File: config.mk
export PLATFORM = sky130hd
export DESIGN_NAME = fetch_queue
export DESIGN_NICKNAME = d
export VERILOG_FILES = /design/src/rtl/fetch_queue_pkg.sv /design/src/rtl/fetch_queue_fifo.sv /design/src/rtl/fetch_queue.sv
export SDC_FILE = /design/constraint.sdc
export NUM_CORES = 1
export LEC_CHECK = 0
export CORE_MARGIN = 10
export CORE_UTILIZATION = 34
export CTS_CLUSTER_SIZE = 28
export DETAILED_ROUTE_END_ITERATION = 8
export MAX_ROUTING_LAYER = met4
export PLACE_DENSITY = 0.54
export SYNTH_ARGS = -nofsm -noshare
export SYNTH_HDL_FRONTEND = slang
export SYNTH_HIERARCHICAL = 1
export SYNTH_SLANG_ARGS = --single-unit
File: constraint.sdc
create_clock -name clk -period 9.1 [get_ports clk]
set_input_delay 0.91 -clock clk [delete_from_list [all_inputs] [get_ports clk]]
set_output_delay 0.91 -clock clk [all_outputs]
set_load 0.05 [all_outputs]
File: src/rtl/fetch_queue_pkg.sv
// Shared pipeline package for the fetch stage: queue sizing, reset PC,
// fetch FSM state encoding and the queue entry layout.
package fetch_queue_pkg;

  localparam int unsigned FQ_DEPTH    = 4;
  localparam logic [29:0] FQ_RESET_PC = 30'h0;
  localparam int unsigned FQ_ENTRY_W  = 62;

  typedef enum logic {
    FETCH = 1'b0,
    DROP  = 1'b1
  } fqState_e;

  // One queued instruction together with its word PC+4.
  typedef struct packed {
    logic [31:0] instr;
    logic [29:0] fourPc;
  } fqEntry_t;

  // Next sequential word address, wrapping at 30 bits.
  function automatic logic [29:0] nextWord(input logic [29:0] pc);
    return pc + 30'd1;
  endfunction

endpackage

File: src/rtl/fetch_queue_fifo.sv
// Circular instruction queue with push, pop and synchronous flush.
// DEPTH must be a power of two so the pointers wrap naturally.
module fq_fifo #(
  parameter int unsigned DEPTH = 4,
  parameter int unsigned WIDTH = 62
) (
  input  logic                       clk,
  input  logic                       rst,
  input  logic                       push,
  input  logic                       pop,
  input  logic                       flush,
  input  logic [WIDTH-1:0]           wrData,
  output logic [WIDTH-1:0]           rdData,
  output logic [$clog2(DEPTH):0]     count,
  output logic                       full,
  output logic                       empty
);

  localparam int unsigned AW = $clog2(DEPTH);
  localparam int unsigned CW = AW + 1;

  logic [WIDTH-1:0] mem [DEPTH];
  logic [AW-1:0]    wrPtr;
  logic [AW-1:0]    rdPtr;
  logic [CW-1:0]    cnt;
  logic             doPush;
  logic             doPop;

  assign full   = (cnt == CW'(DEPTH));
  assign empty  = (cnt == '0);
  assign doPush = push && !full && !flush;
  assign doPop  = pop && !empty && !flush;
  assign rdData = mem[rdPtr];
  assign count  = cnt;

  // Storage write; contents need no reset since count gates visibility.
  always_ff @(posedge clk) begin
    if (doPush) begin
      mem[wrPtr] <= wrData;
    end
  end

  // Pointer and occupancy update; flush empties the queue in one cycle.
  always_ff @(posedge clk or negedge rst) begin
    if (!rst) begin
      wrPtr <= '0;
      rdPtr <= '0;
      cnt   <= '0;
    end else if (flush) begin
      wrPtr <= '0;
      rdPtr <= '0;
      cnt   <= '0;
    end else begin
      if (doPush) wrPtr <= wrPtr + 1'b1;
      if (doPop)  rdPtr <= rdPtr + 1'b1;
      case ({doPush, doPop})
        2'b10:   cnt <= cnt + 1'b1;
        2'b01:   cnt <= cnt - 1'b1;
        default: cnt <= cnt;
      endcase
    end
  end

endmodule

File: src/rtl/fetch_queue.sv
// Instruction fetch unit: issues sequential word fetches into a small
// queue feeding IF/ID, and handles redirects including a request that is
// still waiting for its acknowledge (DROP state swallows that response).
module fetch_queue
  import fetch_queue_pkg::*;
#(
  parameter int unsigned DEPTH    = FQ_DEPTH,
  parameter logic [29:0] RESET_PC = FQ_RESET_PC
) (
  input  logic                   clk,
  input  logic                   rst,
  input  logic                   redirect,
  input  logic [31:2]            redirect_pc,
  output logic                   imem_req,
  output logic [31:2]            imem_addr,
  input  logic                   imem_ack,
  input  logic [31:0]            imem_rdata,
  output logic                   out_valid,
  input  logic                   out_ready,
  output logic [31:0]            out_instr,
  output logic [31:2]            out_fourpc,
  output logic [$clog2(DEPTH):0] count
);

  fqState_e    state;
  fqState_e    stateNext;
  logic [31:2] fpc;
  logic [31:2] fpcNext;
  logic [31:2] dropAddr;
  logic [31:2] dropAddrNext;
  logic        reqRaw;
  logic [31:2] addrRaw;
  logic        pushEn;
  logic        popEn;
  logic        fifoFull;
  logic        fifoEmpty;
  fqEntry_t    pushEntry;
  fqEntry_t    headEntry;

  // Request is gated by the reset input so it drops with no clock edge.
  assign imem_req   = rst && reqRaw;
  assign imem_addr  = addrRaw;
  assign out_valid  = !fifoEmpty && !redirect;
  assign popEn      = out_valid && out_ready;
  assign pushEntry  = {imem_rdata, nextWord(fpc)};
  assign out_instr  = headEntry.instr;
  assign out_fourpc = headEntry.fourPc;

  // FSM state, fetch pointer and pending-drop address registers.
  always_ff @(posedge clk or negedge rst) begin
    if (!rst) begin
      state    <= FETCH;
      fpc      <= RESET_PC;
      dropAddr <= '0;
    end else begin
      state    <= stateNext;
      fpc      <= fpcNext;
      dropAddr <= dropAddrNext;
    end
  end

  // Next-state, request generation and push decision.
  always_comb begin
    stateNext    = state;
    fpcNext      = fpc;
    dropAddrNext = dropAddr;
    reqRaw       = 1'b0;
    addrRaw      = fpc;
    pushEn       = 1'b0;
    unique case (state)
      FETCH: begin
        reqRaw  = !fifoFull;
        addrRaw = fpc;
        if (redirect) begin
          fpcNext = redirect_pc;
          if (reqRaw && !imem_ack) begin
            dropAddrNext = fpc;
            stateNext    = DROP;
          end
        end else if (reqRaw && imem_ack) begin
          pushEn  = 1'b1;
          fpcNext = nextWord(fpc);
        end
      end
      DROP: begin
        reqRaw  = 1'b1;
        addrRaw = dropAddr;
        if (redirect) begin
          fpcNext = redirect_pc;
        end
        // An ack completes the abandoned request even if a fresh redirect
        // arrives alongside it; re-issuing dropAddr would only waste a slot.
        if (imem_ack) begin
          stateNext = FETCH;
        end
      end
      default: begin
        stateNext = FETCH;
      end
    endcase
  end

  fq_fifo #(
    .DEPTH (DEPTH),
    .WIDTH (FQ_ENTRY_W)
  ) uFifo (
    .clk    (clk),
    .rst    (rst),
    .push   (pushEn),
    .pop    (popEn),
    .flush  (redirect),
    .wrData (pushEntry),
    .rdData (headEntry),
    .count  (count),
    .full   (fifoFull),
    .empty  (fifoEmpty)
  );

endmodule
==> results of run 1 <==
==> cells in the final DEF (no fill, tap or decap), drive strengths merged, types with 5 or more instances in the layout <==
master,synthesis,final
edfxtp,248,248
clkdlybuf4s50,0,162
dfrtp,68,68
mux4,62,62
mux2,54,54
clkbuf,27,41
nor2,40,40
nand2,35,35
o21ai,24,24
xnor2,23,23
xor2,19,19
nand3,19,19
or4,17,17
clkinv,0,17
a31oi,16,16
nor3,15,15
nand4,13,13
inv,12,12
o31ai,12,12
buf,29,7
and4,5,5
nor4,5,5
ha,5,5
and2,5,5
==> flip-flops by register name, summed over array words and instances, names as in the netlist <==
register / count
uFifo/rdPtr: 2
state: 1
fpc: 30
uFifo/mem: 248
uFifo/wrPtr: 2
uFifo/count: 3
dropAddr: 30
==> synth_stat cells, drive strengths merged, types with 13 or more instances <==
cell type,number
nor2,40
nor3,15
clkbuf,27
edfxtp,248
mux4,62
nand4,13
dfrtp,68
buf,29
nand2,35
nand3,19
o21ai,24
xnor2,23
or4,17
a31oi,16
mux2,54
xor2,19
==> worst paths after layout <==
check / slack (ps) / endpoint / startpoint / cells after the start
max in group asynchronous: 7570 / uFifo/rdPtr[0]$_DFFE_PN0P_ / rst / 2
setup reg to reg: 5170 / uFifo/mem[2][5]$_DFFE_PP_ / uFifo/count[1]$_DFFE_PN0P_ / 7
min in group clk: 500 / dropAddr[29]$_DFFE_PN0P_ / dropAddr[29]$_DFFE_PN0P_ / 1
hold reg to reg: 500 / dropAddr[29]$_DFFE_PN0P_ / dropAddr[29]$_DFFE_PN0P_ / 1
setup / recovery: 4750 / out_fourpc[3] / uFifo/rdPtr[0]$_DFFE_PN0P_ / 3
hold / removal: 400 / dropAddr[21]$_DFFE_PN0P_ / rst / 1
==> cell type report <==
class                   count  share of cell area
flip-flops and latches    316               0.555
multi-input cells         407               0.234
repair buffers            169               0.101
clock buffers              41              0.0544
well taps                 518              0.0393
clock inverters            21              0.0131
inverters                  12             0.00273
==> power groups by stage <==
stage	logic, mW	registers, mW	clock network [mW]
finish	0.397	1.68	1.37
detailed placement	0.402	1.71	0
global route	0.426	1.69	1.47
floorplan	0.272	1.68	0
global placement	0.400	1.71	0
CTS	0.404	1.68	1.41
==> metal layers <==
metal / global-route usage / share of wire / vias up
met5: - / 0 / -
met1: 0.185 / 0.47 / 3734
met3: 0.0242 / 0.050 / 34
met2: 0.201 / 0.47 / 214
met4: 0.0324 / 0.016 / 0
li1: - / - / 3402
==> per-stage QoR <==
step | area, µm² | util | power (mW) | std cells | hold slack (ps)
3_5_place_dp | 15400 | 0.396 | 2.11 | 1422 | 492
5_1_grt | 16500 | 0.425 | 3.59 | 1484 | 424
6_report | 16500 | 0.425 | 3.45 | 1484 | 404
3_3_place_gp | 15400 | 0.396 | 2.11 | 1422 | 483
2_1_floorplan | 13400 | - | 1.95 | 791 | 475
4_1_cts | 16500 | 0.425 | 3.49 | 1484 | 422
==> cells by family after synthesis <==
kind of cell             share of synthesized area
XOR/XNOR                                    0.0275
AND/OR/NAND/NOR                             0.0695
adder cells (fa/ha/maj)                    0.00617
multiplexers                                 0.152
flip-flops                                   0.683
buffers and inverters                       0.0292
AO/OA/AOI/OAI                               0.0321
==> worst max-delay path, cell delays in order (launching register included) <==
cell	delay [ps]
dfrtp_4	830
buf_4	660
mux4_1	700
clkdlybuf4s50_1	740
==> flow_metrics.tcl, run 1 <==
set metrics [dict create \
    core-area_um2 38800 \
    hpwlAfterDp_mm 20.6 \
    fp.dieH_um 218 \
    worstPathRequired_ps 8190 \
    drc_errors 0 \
    grt_max_degree 63 \
    clkSinkCount 316 \
    grt_first_pass_wirelength_mm 47.9 \
    htreeDepth 2 \
    clk_latency_ps 510 \
    vias 7384 \
    syn-mean-instance-area_um2 16.9 \
    ctsLongestPathBuffers 3 \
    ir_drop_uv 95.8 \
    cts_tree "yes" \
    rsz0062_at_grt "false" \
    finalWorstPathRequiredPeriod_ps 4350 \
    synth_cell_types 57 \
    p_sw_frac 0.244 \
    p_int_mw 2.61 \
    fin_crit_sh 0.478 \
    rows 72 \
    critPathCaptureType "output pin" \
    comb_power_share 0.115 \
    worstMarginPinSlew_ps 1030 \
    drtAntennaViolNets 0 \
    maxSlewViolCount 0 \
    fmax_ghz 0.230 \
    criticalPathCategory "reg -> out" \
    hp-class "in -> async" \
    finalSetupViolCount 0 \
    ys_ff_latch 316 \
    seqPwrFrac 0.487 \
    worstPathMaxFanout 33 \
    antenna_found_initial 0 \
    yosys.area.top_type "edfxtp_1" \
    multiInputGateArea_um2 3870 \
    cts.reportedPaths.clkPinSlew_ps 60 \
    finalNetCount 1014 \
    arrival_ps 3440 \
    outcome "finished clean" \
    finalWorstSetupSlack_ps 4750 \
    cts_root_buffer "clkbuf_16" \
    synth_top_area_share 0.556 \
    p_switching_mw 0.840 \
    area_delta_synth_final_pct 23.2 \
    wl_mm 31.4 \
    antennaDiodeCount 0 \
    synth-edff-count 248 \
    drt_iter0_markers 385 \
    io_pins 164 \
    initial_core_util 0.345 \
    wl_per_cell_um 21.1 \
    synth_area_leaders "edfxtp_1 56%, dfrtp_1 13%, mux4_2 9.8%, mux2_2 4.5%, xnor2_1 1.5%" \
    cap_violations 0 \
    postCtsHoldBufs 0 \
    gp_congestion 0.806 \
    grt-ovfl-total 0 \
    drive_gt1_frac 0.186 \
    seq_area_um2 9150 \
    fill_cells 3544 \
    yosysWarningCount 6 \
    power.density_nw_per_um2 209 \
    hold_violations 0 \
    tns_ps 0 \
    first_pass_iters 4 \
    pre_cts_slack_ps 4590 \
    grt_usage 0.134 \
    pwr-share-clk 0.397 \
    final.setup_skew_ps 26.3 \
    dieWidth_um 218 \
    cts_setup_buffers 0 \
    grt_pass1_vias 7556 \
    synth_fp_nets 864 \
    die_area_um2 47700 \
    ys.flop_type "edfxtp_1" \
    syn_area_um2 13400 \
    ys_seq_area_frac 0.683 \
    synthCells 791 \
    io_buffers 163 \
    start_kind "flip-flop" \
    ys_async_sr_fraction 0.215 \
    max-slew-margin-rel 0.310 \
    viasPerCell 4.98 \
    p_leak_nw 5.37 \
    cts_made_buffers 35 \
    cts.repair.resized 0 \
]
(Power assumes the default switching activity.)
==> run 2: changes to the inputs <==
==> constraint.sdc (replaced) <==
create_clock -name clk -period 4.1 [get_ports clk]
set_input_delay 0.41 -clock clk [delete_from_list [all_inputs] [get_ports clk]]
set_output_delay 0.41 -clock clk [all_outputs]
set_load 0.05 [all_outputs]
==> run 2 against run 1 <==
Against the previous run: clock-buffer cell count increased by 3; clock skew decreased by 1.8 ps; routed wire length grew 1.6%; largest cell class unchanged.
==> flow_metrics.tcl, run 2 (synthesis results as in run 1) <==
set metrics [dict create \
    grt_pass1_vias 7914 \
    io_pins 164 \
    hpwlAfterDp_mm 20.9 \
    outcome "finished clean" \
    fmax_ghz 0.308 \
    largest_register_ffs 248 \
    start_kind "flip-flop" \
    r2r-start "uFifo/count[1]$_DFFE_PN0P_" \
    criticalPathCategory "reg -> out" \
    cpPeakStageDelay_ps 730 \
    hold_violations 0 \
    cts.repair.resized 0 \
    fin_crit_sh 0.793 \
    final_cell_area_um2 16800 \
    critPathCaptureType "output pin" \
    initial_core_util 0.345 \
    cts.reportedPaths.clkPinSlew_ps 60 \
    regMostFlops "uFifo/mem" \
    ir_drop_uv 290 \
    finalSetupViolCount 0 \
    reg_top3 "uFifo/mem: 248 flops, dropAddr: 30 flops, fpc: 30 flops" \
    cts_root_buffer "clkbuf_16" \
    worstPathMaxFanout 39 \
    vias 7497 \
    instances_no_fill 1504 \
    clkSinkCount 316 \
    power.density_nw_per_um2 472 \
    reg2regPathDepth 9 \
    max-slew-margin-rel 0.346 \
    p_leak_nw 5.53 \
    crit_path_cell_trace "buf_12, mux4_1, clkdlybuf4s50_1" \
    core-area_um2 38800 \
    wl_per_cell_um 21.2 \
    area_delta_synth_final_pct 25.7 \
    cp_slowest_cell "clkdlybuf4s50_1" \
    first_pass_iters 5 \
    finalNetCount 1031 \
    rows 72 \
    arrival_ps 2840 \
    dieWidth_um 218 \
    viasPerCell 4.98 \
    antennaDiodeCount 0 \
    final.setup_skew_ps 24.5 \
    ctsLongestPathBuffers 3 \
    fp.dieH_um 218 \
    cts_setup_buffers 0 \
    dpl.cell_count 1437 \
    final_cell_mix "248 x edfxtp_1, 162 x clkdlybuf4s50_1, 66 x dfrtp_1" \
    r2r-end "uFifo/mem[0][28]$_DFFE_PP_" \
    cap_violations 0 \
    finalWorstPathRequiredPeriod_ps 3250 \
    worstPathRequired_ps 3690 \
    cts_tree "yes" \
    antenna_found_initial 0 \
    drtAntennaViolNets 0 \
    rsz0062_at_grt "false" \
    io_buffers 163 \
    tns_ps 0 \
    htreeDepth 2 \
    r2r_setup_slack_ps 1080 \
    whs_ps 337 \
    grt_usage 0.136 \
    dpl-instance-area_um2 15600 \
    drc_errors 0 \
    die_area_um2 47700 \
    gp_congestion 0.808 \
    layout_commonest_cell "edfxtp_1" \
    grt_first_pass_wirelength_mm 48.7 \
    worstMarginPinSlew_ps 980 \
    postCtsHoldBufs 1 \
    cts_made_buffers 36 \
    wl_mm 31.9 \
    drt_iter0_markers 405 \
    grt-ovfl-total 0 \
    grt_max_degree 64 \
    maxSlewViolCount 0 \
    drive_gt1_frac 0.205 \
    clk_latency_ps 520 \
    hp-class "in -> async" \
]
==> run 2: area by class of cell <==
class                   instances  area, µm²
flip-flops and latches        316       9150
clock inverters                22        270
multi-input cells             407       3860
clock buffers                  44        973
well taps                     518        648
repair buffers                185       1880
inverters                      12       45.0
fillers                      3474      22000
==> run 2: per-layer routing <==
metal / up-vias / share of wire / global-route usage
li1: 3449 / - / -
met1: 3791 / 0.46 / 0.182
met2: 208 / 0.47 / 0.206
met3: 49 / 0.053 / 0.0290
met4: 0 / 0.020 / 0.0356
met5: - / 0 / -
==> run 2: worst max path at each step <==
stage | startpoint | to | slack, ps | cells after the start
2_1_floorplan | uFifo/count[1]$_DFFE_PN0P_ | uFifo/mem[0][0]$_DFFE_PP_ | 500 | 10
3_3_place_gp | imem_ack | uFifo/mem[0][31]$_DFFE_PP_ | 820 | 8
3_5_place_dp | imem_ack | uFifo/mem[0][31]$_DFFE_PP_ | 790 | 8
4_1_cts | uFifo/rdPtr[0]$_DFFE_PN0P_ | out_instr[31] | 780 | 3
5_1_grt | uFifo/rdPtr[0]$_DFFE_PN0P_ | out_instr[31] | 690 | 3
6_report | uFifo/rdPtr[0]$_DFFE_PN0P_ | out_instr[31] | 850 | 3
==> run 2: power by group <==
group / switching (mW) / internal, mW
sequential: 0.111 / 3.62
combinational: 0.539 / 0.355
clock: 1.25 / 2.07
total: 1.89 / 6.04
==> run 2: worst max-delay path, delay by kind of cell, from the launching register on <==
kind / cells / cell delay (ps)
multiplexers: 1 / 610
buffers and inverters: 2 / 1080
flip-flops: 1 / 610
==> run 2: per-stage QoR <==
stage                     utilization  worst slack, ps  total power [mW]
final                           0.434              850              7.94
after global routing            0.434              686              8.26
after CTS                       0.434              776              8.07
after detailed placement        0.401              789              4.69
after global placement          0.401              825              4.68
after floorplan                     -              503              4.33
==> run 3: changes to the inputs <==
--- a/config.mk
+++ b/config.mk
@@ -10,7 +10,7 @@
 export CTS_CLUSTER_SIZE = 28
 export DETAILED_ROUTE_END_ITERATION = 8
 export MAX_ROUTING_LAYER = met4
-export PLACE_DENSITY = 0.54
+export PLACE_DENSITY = 0.56
 export SYNTH_ARGS = -nofsm -noshare
 export SYNTH_HDL_FRONTEND = slang
 export SYNTH_HIERARCHICAL = 1
==> constraint.sdc (replaced) <==
create_clock -name clk -period 2.8 [get_ports clk]
set_input_delay 0.28 -clock clk [delete_from_list [all_inputs] [get_ports clk]]
set_output_delay 0.28 -clock clk [all_outputs]
set_load 0.05 [all_outputs]
==> run 3 against run 2 <==
Against the previous run: clock power increased by 31%; worst hold slack worse by 320 ps; worst setup slack worse by 670 ps; critical path depth stayed put; critical path type unchanged; die area stayed put; register-to-register slack got worse by 850 ps.
==> flow_metrics.tcl, run 3 (synthesis results as in run 1) <==
set metrics [dict create \
    ctsLongestPathBuffers 3 \
    grt_pass1_vias 7985 \
    layout_commonest_cell "edfxtp_1" \
    cts.reportedPaths.clkPinSlew_ps 60 \
    cts_tree "yes" \
    instances_no_fill 1516 \
    finalNetCount 1044 \
    arrival_ps 2340 \
    drc_errors 0 \
    r2r-start "uFifo/count[1]$_DFFE_PN0P_" \
    drtAntennaViolNets 0 \
    critPathCaptureType "output pin" \
    outcome "finished clean" \
    worstPathRequired_ps 2520 \
    power.density_nw_per_um2 665 \
    antennaDiodeCount 0 \
    worstMarginPinSlew_ps 978 \
    fp.dieH_um 218 \
    cpPeakStageDelay_ps 610 \
    die_area_um2 47700 \
    cpMostUsedCell "buf_4" \
    grt_usage 0.139 \
    r2r_setup_slack_ps 230 \
    finalWorstSetupSlack_ps 183 \
    grt_max_degree 69 \
    fin_crit_sh 0.935 \
    finalWorstPathRequiredPeriod_ps 2620 \
    cts_made_buffers 36 \
    pre_cts_slack_ps 152 \
    grt-ovfl-total 0 \
    first_pass_iters 5 \
    largest_register_ffs 248 \
    cts.repair.resized 3 \
    criticalPathCategory "reg -> out" \
    seq_area_um2 9160 \
    maxSlewViolCount 0 \
    seqPwrFrac 0.486 \
    p_leak_nw 5.73 \
    wl_mm 32.4 \
    cts_setup_buffers 0 \
    fill_cells 3483 \
    p_int_mw 8.37 \
    final.setup_skew_ps 17.8 \
    gp_congestion 0.833 \
    wl_per_cell_um 21.4 \
    regMostFlops "uFifo/mem" \
    rsz0062_at_grt "false" \
    grt_first_pass_wirelength_mm 50.0 \
    rows 72 \
    max-slew-margin-rel 0.347 \
    cts_root_buffer "clkbuf_16" \
    worstPathMaxFanout 36 \
    area_delta_synth_final_pct 25.9 \
    multiInputGateArea_um2 3910 \
    reg2regPathDepth 11 \
    dpl.cell_count 1451 \
    cap_violations 0 \
    core-area_um2 38800 \
    clkSinkCount 316 \
    ir_drop_uv 374 \
    pwr-share-clk 0.387 \
    drive_gt1_frac 0.311 \
    finalSetupViolCount 0 \
    postCtsHoldBufs 0 \
    reg_top3 "uFifo/mem: 248 flops, dropAddr: 30 flops, fpc: 30 flops" \
    vias 7532 \
    drt_iter0_markers 594 \
    antenna_found_initial 0 \
    start_kind "flip-flop" \
    cp_slowest_cell "dfrtp_2" \
    comb_power_share 0.127 \
    io_pins 164 \
    dieWidth_um 218 \
    final_cell_mix "248 x edfxtp_1, 94 x buf_4, 68 x clkdlybuf4s50_1" \
    htreeDepth 2 \
    clk_latency_ps 520 \
    p_switching_mw 2.85 \
    fmax_ghz 0.382 \
    hold_violations 0 \
    crit_path_cell_trace "buf_4, mux4_1, buf_4" \
    hp-class "in -> async" \
    p_sw_frac 0.254 \
    viasPerCell 4.97 \
    tns_ps 0 \
    r2r-end "uFifo/count[1]$_DFFE_PN0P_" \
    initial_core_util 0.345 \
    io_buffers 163 \
    hpwlAfterDp_mm 22.6 \
]
[run 3: cell count changes in the layout (fill, tap and decap cells not counted), sizes merged]
cell / change
dlygate4sd3: -1
dlymetal6s2s: +5
clkdlybuf4s50: -94
dlygate4sd2: +3
buf: +100
clkinv: +1
inv: +3
bufinv: -5
clkinvlp: +1
clkbuf: -1
[run 3: per-layer routing]
layer	track usage	vias to the layer above	share of wire
li1	-	3466	-
met1	0.197	3814	0.48
met2	0.206	216	0.46
met3	0.0240	36	0.045
met4	0.0319	0	0.013
met5	-	-	0
[run 3: how the worst max path moves through the flow]
stage	from	end	slack, ps	cells past startpoint
after floorplan	uFifo/count[1]$_DFFE_PN0P_	uFifo/count[1]$_DFFE_PN0P_	-70	14
after global placement	imem_ack	uFifo/count[1]$_DFFE_PN0P_	190	10
after detailed placement	imem_ack	uFifo/count[1]$_DFFE_PN0P_	150	10
after CTS	uFifo/rdPtr[0]$_DFFE_PN0P_	out_fourpc[29]	10	2
after global routing	uFifo/rdPtr[0]$_DFFE_PN0P_	out_instr[31]	50	3
final	uFifo/rdPtr[1]$_DFFE_PN0P_	out_fourpc[2]	180	3
[run 3: per-stage QoR]
step | power (mW) | hold slack [ps] | cell area [µm²] | utilization
after global placement | 6.96 | 483 | 15800 | 0.406
after global routing | 11.7 | 127 | 16900 | 0.434
after detailed placement | 6.98 | 490 | 15800 | 0.406
after CTS | 11.4 | 77.9 | 16800 | 0.434
final | 11.2 | 20.0 | 16900 | 0.434
after floorplan | 6.36 | -15.6 | 13500 | -
[run 3: critical path, delay by kind of cell, from the launching register on]
family | cells | cell delay, ps
flip-flops | 1 | 610
buffers and inverters | 2 | 770
multiplexers | 1 | 420
[run 3: final cells by class]
cell class / count / area share
Tap cell: 518 / 0.0384
Clock inverter: 22 / 0.00987
Clock buffer: 43 / 0.0550
Multi-Input combinational cell: 407 / 0.232
Inverter: 12 / 0.00282
Sequential cell: 316 / 0.543
Timing Repair Buffer: 198 / 0.119
[run 3: power by group through the flow]
stage | Combinational (mW) | Sequential [mW] | Clock [mW]
after floorplan | 0.894 | 5.46 | 0
after global placement | 1.43 | 5.53 | 0
after detailed placement | 1.44 | 5.54 | 0
after CTS | 1.45 | 5.45 | 4.47
after global routing | 1.52 | 5.47 | 4.67
final | 1.42 | 5.45 | 4.34
